===== src/rtl/spike_window_capture_if.sv =====
// -----------------------------------------------------------------------------
// spike_window_capture_if
// Frame output bus of the spike window capture front end.
//   spike_vec   : captured frame, bit t = spike seen in slot t
//   first_time  : lowest slot index holding a spike (0 when empty)
//   spike_count : number of spikes in the frame
//   no_spike    : frame holds no spike
//   out_valid   : frame fields are valid and stable
//   out_ready   : consumer accepts the frame
// Modports: master = producer (capture block), slave = consumer.
// -----------------------------------------------------------------------------
interface spike_window_capture_if #(
    parameter int LEN = 8,
    parameter int TW  = $clog2(LEN),
    parameter int CW  = $clog2(LEN + 1)
);
    logic [0:LEN-1] spike_vec;
    logic [TW-1:0]  first_time;
    logic [CW-1:0]  spike_count;
    logic           no_spike;
    logic           out_valid;
    logic           out_ready;

    modport master (
        output spike_vec, first_time, spike_count, no_spike, out_valid,
        input  out_ready
    );

    modport slave (
        input  spike_vec, first_time, spike_count, no_spike, out_valid,
        output out_ready
    );
endinterface


===== src/rtl/spike_window_capture.sv =====
// -----------------------------------------------------------------------------
// spike_window_capture
// Samples a serial spike line over a window of LEN cycles, assembles the
// slot-indexed spike vector and reports first-spike time and spike count.
// A completed frame is held on a valid/ready handshake.
//
// Ports:
//   clk         : clock, rising edge
//   rst_n       : synchronous active-low reset
//   frame_start : slot 0 of a new window (spike_in sampled same cycle)
//   spike_in    : serial spike line
//   busy        : capture in progress
//   overrun     : one-cycle pulse after a dropped frame_start
//   bus         : frame output bus (spike_window_capture_if.master)
//
// Build option: define FIRST_SPIKE_ONLY_EN to keep only the first spike of a
// frame (spike_vec one-hot or zero, spike_count 0 or 1).
// -----------------------------------------------------------------------------
module spike_window_capture #(
    parameter int LEN = 8,
    parameter int TW  = $clog2(LEN),
    parameter int CW  = $clog2(LEN + 1)
) (
    input  logic                          clk,
    input  logic                          rst_n,
    input  logic                          frame_start,
    input  logic                          spike_in,
    output logic                          busy,
    output logic                          overrun,
    spike_window_capture_if.master        bus
);

    typedef enum logic [1:0] {
        IDLE    = 2'd0,
        CAPTURE = 2'd1,
        HOLD    = 2'd2
    } state_t;

    state_t         r_state;
    state_t         w_state_next;
    logic [TW-1:0]  r_slot;
    logic [0:LEN-1] r_acc;
    logic [0:LEN-1] r_spike_vec;
    logic [TW-1:0]  r_first_time;
    logic [CW-1:0]  r_spike_count;
    logic           r_no_spike;
    logic           r_overrun;

    logic           w_start;
    logic           w_sample;
    logic           w_load;
    logic           w_overrun;
    logic           w_keep;
    logic [0:LEN-1] w_final;

    // Lowest set slot index; 0 for an empty frame.
    function automatic logic [TW-1:0] first_index(input logic [0:LEN-1] vec);
        logic [TW-1:0] idx;
        idx = '0;
        for (int i = LEN - 1; i >= 0; i--) begin
            if (vec[i]) begin
                idx = TW'(i);
            end else begin
                idx = idx;
            end
        end
        return idx;
    endfunction

    // Number of set slots; CW is wide enough to hold LEN.
    function automatic logic [CW-1:0] pop_count(input logic [0:LEN-1] vec);
        logic [CW-1:0] cnt;
        cnt = '0;
        for (int i = 0; i < LEN; i++) begin
            cnt = cnt + CW'(vec[i]);
        end
        return cnt;
    endfunction

    // State register.
    always_ff @(posedge clk) begin
        if (!rst_n) begin
            r_state <= IDLE;
        end else begin
            r_state <= w_state_next;
        end
    end

    // Next-state and per-cycle control decode.
    always_comb begin
        w_state_next = r_state;
        w_start      = 1'b0;
        w_sample     = 1'b0;
        w_load       = 1'b0;
        w_overrun    = 1'b0;
        case (r_state)
            IDLE: begin
                if (frame_start) begin
                    w_start      = 1'b1;
                    w_state_next = CAPTURE;
                end else begin
                    w_state_next = IDLE;
                end
            end
            CAPTURE: begin
                w_sample  = 1'b1;
                w_overrun = frame_start;
                if (r_slot == TW'(LEN - 1)) begin
                    w_load       = 1'b1;
                    w_state_next = HOLD;
                end else begin
                    w_state_next = CAPTURE;
                end
            end
            HOLD: begin
                if (bus.out_ready) begin
                    // Accept and optionally start the next frame with no bubble.
                    if (frame_start) begin
                        w_start      = 1'b1;
                        w_state_next = CAPTURE;
                    end else begin
                        w_state_next = IDLE;
                    end
                end else begin
                    w_overrun    = frame_start;
                    w_state_next = HOLD;
                end
            end
            default: begin
                w_state_next = IDLE;
            end
        endcase
    end

    // Spike acceptance for the current capture slot.
    always_comb begin
`ifdef FIRST_SPIKE_ONLY_EN
        // Accumulator was cleared at frame start, so any set bit is this frame's.
        w_keep = spike_in & ~(|r_acc);
`else
        w_keep = spike_in;
`endif
    end

    // Accumulator value including the slot sampled this cycle.
    always_comb begin
        w_final = r_acc;
        if (w_sample) begin
            w_final[r_slot] = w_keep;
        end else begin
            w_final = r_acc;
        end
    end

    // Accumulator, slot counter and registered frame outputs.
    always_ff @(posedge clk) begin
        if (!rst_n) begin
            r_slot        <= '0;
            r_acc         <= '0;
            r_spike_vec   <= '0;
            r_first_time  <= '0;
            r_spike_count <= '0;
            r_no_spike    <= 1'b0;
            r_overrun     <= 1'b0;
        end else begin
            r_overrun <= w_overrun;
            if (w_start) begin
                // Fresh frame: clear old bits, slot 0 taken from this cycle.
                r_acc  <= {spike_in, {(LEN - 1){1'b0}}};
                r_slot <= TW'(1);
            end else if (w_sample) begin
                r_acc  <= w_final;
                r_slot <= r_slot + TW'(1);
            end else begin
                r_acc  <= r_acc;
                r_slot <= r_slot;
            end
            if (w_load) begin
                r_spike_vec   <= w_final;
                r_first_time  <= first_index(w_final);
                r_spike_count <= pop_count(w_final);
                r_no_spike    <= ~(|w_final);
            end else begin
                r_spike_vec   <= r_spike_vec;
                r_first_time  <= r_first_time;
                r_spike_count <= r_spike_count;
                r_no_spike    <= r_no_spike;
            end
        end
    end

    assign busy            = (r_state == CAPTURE);
    assign overrun         = r_overrun;
    assign bus.out_valid   = (r_state == HOLD);
    assign bus.spike_vec   = r_spike_vec;
    assign bus.first_time  = r_first_time;
    assign bus.spike_count = r_spike_count;
    assign bus.no_spike    = r_no_spike;

endmodule


===== src/flat_wrapper.sv =====
// flat-port wrapper written by rule: the top's interface ports become plain ports
module spike_window_capture_flat 
#(
    parameter int LEN = 8,
    parameter int TW  = $clog2(LEN),
    parameter int CW  = $clog2(LEN + 1)
)
  (clk, rst_n, frame_start, spike_in, busy, overrun, bus_spike_vec, bus_first_time, bus_spike_count, bus_no_spike, bus_out_valid, bus_out_ready);
  spike_window_capture_if #(.LEN(LEN), .TW(TW), .CW(CW)) bus_i ();
  input  logic clk;
  input  logic rst_n;
  input  logic frame_start;
  input  logic spike_in;
  output logic busy;
  output logic overrun;
  output wire logic [$bits(bus_i.spike_vec)-1:0] bus_spike_vec;
  output wire logic [$bits(bus_i.first_time)-1:0] bus_first_time;
  output wire logic [$bits(bus_i.spike_count)-1:0] bus_spike_count;
  output wire logic [$bits(bus_i.no_spike)-1:0] bus_no_spike;
  output wire logic [$bits(bus_i.out_valid)-1:0] bus_out_valid;
  input wire logic [$bits(bus_i.out_ready)-1:0] bus_out_ready;
  assign bus_spike_vec = bus_i.spike_vec;
  assign bus_first_time = bus_i.first_time;
  assign bus_spike_count = bus_i.spike_count;
  assign bus_no_spike = bus_i.no_spike;
  assign bus_out_valid = bus_i.out_valid;
  assign bus_i.out_ready = bus_out_ready;
  spike_window_capture #(.LEN(LEN), .TW(TW), .CW(CW)) u_core (.clk(clk), .rst_n(rst_n), .frame_start(frame_start), .spike_in(spike_in), .busy(busy), .overrun(overrun), .bus(bus_i));
endmodule

===== config.mk =====
export PLATFORM = sky130hd
export DESIGN_NAME = spike_window_capture_flat
export DESIGN_NICKNAME = d
export VERILOG_FILES = /design/src/rtl/spike_window_capture_if.sv /design/src/rtl/spike_window_capture.sv /design/src/flat_wrapper.sv
export SDC_FILE = /design/constraint.sdc
export NUM_CORES = 1
export LEC_CHECK = 0
export ABC_AREA = 1
export ABC_CLOCK_PERIOD_IN_PS = 3930
export BUFFER_PORTS_ARGS = -buffer_cell sky130_fd_sc_hd__buf_2
export CORE_MARGIN = 1
export CORE_UTILIZATION = 48
export DETAILED_ROUTE_END_ITERATION = 10
export PLACE_DENSITY = 0.72
export SYNTH_ARGS = -nofsm -noshare
export SYNTH_HDL_FRONTEND = slang
export SYNTH_SLANG_ARGS = --single-unit

===== constraint.sdc =====
create_clock -name clk -period 3.93 [get_ports clk]
set_clock_uncertainty 0.15 [all_clocks]
set_input_delay 0.9825 -clock clk [delete_from_list [all_inputs] [get_ports clk]]
set_output_delay 0.9825 -clock clk [all_outputs]
set_load 0.005 [all_outputs]

==> impl_metrics.env <==
export IMPL_clk_pin_slew_ns=0.09
export IMPL_max_slew_margin=0.613
export IMPL_wl_per_cell_um=11.2
export IMPL_gp_congestion=0.825
export IMPL_vias=1335
export IMPL_htreeDepth=2
export IMPL_startpoint_type="flop"
export IMPL_overflow=0
export IMPL_grt_pass1_wl_um=5310
export IMPL_clockBufferDepth=2
export IMPL_syn_cell_area_um2=1550
export IMPL_drc=0
export IMPL_fin_crit_sh=0.946
export IMPL_fmax_ghz=0.269
export IMPL_antenna_left=0
export IMPL_fin_ws_ns=0.213
export IMPL_clock_latency_ns=0.34
export IMPL_syn_num_nets=211
export IMPL_dieArea_um2=3460
export IMPL_fillers=289
export IMPL_nNetsFinal=251
export IMPL_async_flop_share=0
export IMPL_outcome="finished, final reports clean"
export IMPL_crit_fanout=4
export IMPL_portBuffers=23
export IMPL_powerDensity_nw_per_um2=332
export IMPL_antenna_found_initial=0
export IMPL_arrival_ns=3.83
export IMPL_crit_chain="inv_1 -> ha_2 -> nand2_4 -> inv_2 -> nand2_2 -> mux2i_4 -> inv_2 -> ha_1 -> inv_1 -> fa_1 -> fa_1 -> inv_1 -> fa_1 -> inv_1 -> fa_1 -> a21oi_1"
export IMPL_yosysTopAreaCell="dfxtp_1"
export IMPL_antennaDiodeCount=0
export IMPL_leakage_nw=0.948
export IMPL_drive_gt1_frac=0.296
export IMPL_netlist_top_cells_area="dfxtp_1 (39%), ha_1 (8.1%), nand2_1 (7.0%)"
export IMPL_cts_tree="yes"
export IMPL_worst_pin_slew_ns=0.579
export IMPL_chipHeight_um=58.8
export IMPL_yosys_most_used_dff="dfxtp_1"
export IMPL_synth_top_area_share=0.388
export IMPL_yosysMostFrequentCell="dfxtp_1"
export IMPL_synth_edff_count=0
export IMPL_peakVddDrop_mv=0.248
export IMPL_critPathCaptureType="flop"
export IMPL_rows=20
export IMPL_drt_initial_drc_count=17
export IMPL_cts_sinks=30
export IMPL_fin_util=0.620
export IMPL_dp_hpwl_um=2310
export IMPL_critPathKind="reg -> reg"
export IMPL_synthTopCellsByCount="dfxtp_1 (30), nand2_1 (29), inv_1 (23)"
export IMPL_synth_cells=192
export IMPL_numCtsBuffers=5
export IMPL_slowest_stage="fa_1"
export IMPL_grt_start_max_net_pins=24
export IMPL_syn_avg_cell_area_um2=8.07
export IMPL_track_usage=0.208
export IMPL_pre_cts_ws_ns=-0.126
export IMPL_holdWs_ns=0.327
export IMPL_hold_viol=0
export IMPL_maxCapViolCount=0
export IMPL_grt_pass1_vias=1220
export IMPL_multi_input_area_um2=815
export IMPL_yosys_register_bits=30
export IMPL_wl_um=3110
export IMPL_initial_utilization=0.507
export IMPL_synth_cell_type_count=28
export IMPL_drtPass1Iterations=4
export IMPL_clock_root_buffer="clkbuf_4"
export IMPL_worstPathRequired_ns=4.04
export IMPL_setup_viol=0
export IMPL_slowest_delay_ns=0.54
export IMPL_layout_area_seq_um2=602
export IMPL_min_period_ns=3.72
export IMPL_cts_hold_buf=0
export IMPL_slew_violations=0
export IMPL_syn_to_final_growth_pct=22.2
export IMPL_die_w_um=58.8
export IMPL_hp_class="reg -> reg"
export IMPL_ys_seq_area_frac=0.388
export IMPL_core_um2=3050
export IMPL_ios=24
export IMPL_fin_total_pwr_mw=0.628
export IMPL_ys_warn_count=0
export IMPL_viasPerCell=4.82
export IMPL_grt_setup_unrepaired="false"
flip-flops by register name, indices dropped and copies added, names as in the netlist:
register                flops
u_core.bus.first_time       3
u_core.bus.no_spike         1
u_core.bus.spike_count      4
u_core.bus.spike_vec        8
u_core.overrun              1
u_core.r_acc                8
u_core.r_slot               3
u_core.r_state              2
metrics by stage:
step	instances	instance area (um2)	TNS, ns
5_1_grt	277	1890	0
3_3_place_gp	265	1770	-0.103
3_5_place_dp	265	1770	-0.189
4_1_cts	273	1850	0
6_report	277	1890	0
2_1_floorplan	192	1550	0
worst max-delay path: cells and delay by family, from the launching register on:
kind	cells	cell delay [ns]
fa+ha+maj	6	2.30
flops	1	0.35
mux	1	0.24
buf+inv	6	0.34
compound gates	1	0.12
simple gates	2	0.17
area by class of cell:
type / instances / share of cell area
inverters: 31 / 0.0628
clock buffers: 5 / 0.0198
repair buffers: 37 / 0.116
flip-flops and latches: 30 / 0.318
well taps: 44 / 0.0291
clock inverters: 3 / 0.0238
multi-input cells: 127 / 0.430
cells in the final DEF (no fill, tap or decap), drive strengths merged:
cell	count
bufinv	1
nand4	1
ha	10
nor2	26
clkbuf	5
a21boi	1
fa	4
inv	30
a21o	1
nor3	3
nand3	8
o21ai	16
buf	37
dfxtp	30
o211ai	1
a31oi	2
nand2	33
xor2	1
clkinv	1
mux2i	3
clkinvlp	2
a21oi	17
final timing paths:
kind / cells after the start / end / startpoint / slack (ns)
min: 2 / u_core.bus.first_time[0] / u_core.bus.first_time[0] / 0.33
min reg2reg: 2 / u_core.bus.first_time[0] / u_core.bus.first_time[0] / 0.33
max: 16 / u_core.bus.spike_count[1] / u_core.r_state[1] / 0.21
max reg2reg: 16 / u_core.bus.spike_count[1] / u_core.r_state[1] / 0.21
timing repair:
item	in CTS	in global routing
setup buffers	0	4
endpoints found under the setup margin	0	2
gates resized for setup	0	3
report_power, final:
group	switching (mW)	internal [mW]	leakage [nW]
Combinational	0.0381	0.0289	0.667
Sequential	0.00447	0.308	0.243
Clock	0.115	0.133	0.0374
layer usage:
metal | wire length (um) | vias up | share of wire | global-route usage
met4 | 74 | 0 | 0.024 | 0.102
met1 | 1440 | 612 | 0.46 | 0.253
met2 | 1460 | 24 | 0.47 | 0.338
li1 | - | 692 | - | -
met5 | 0 | - | 0 | 0
met3 | 128 | 7 | 0.041 | 0.0593
cells by family (layout without fill, tap and decap cells):
| group | count (synthesis) | in the layout | share of synthesized area |
|---|---|---|---|
| AND/OR/NAND/NOR | 71 | 71 | 0.205 |
| AO/OA/AOI/OAI | 38 | 38 | 0.134 |
| buffers and inverters | 35 | 76 | 0.0913 |
| flip-flops | 30 | 30 | 0.388 |
| adder cells (fa/ha/maj) | 14 | 14 | 0.132 |
| multiplexers | 3 | 3 | 0.0436 |
| XOR/XNOR | 1 | 1 | 0.00566 |
Note: power is estimated with default switching activity, not from simulation.
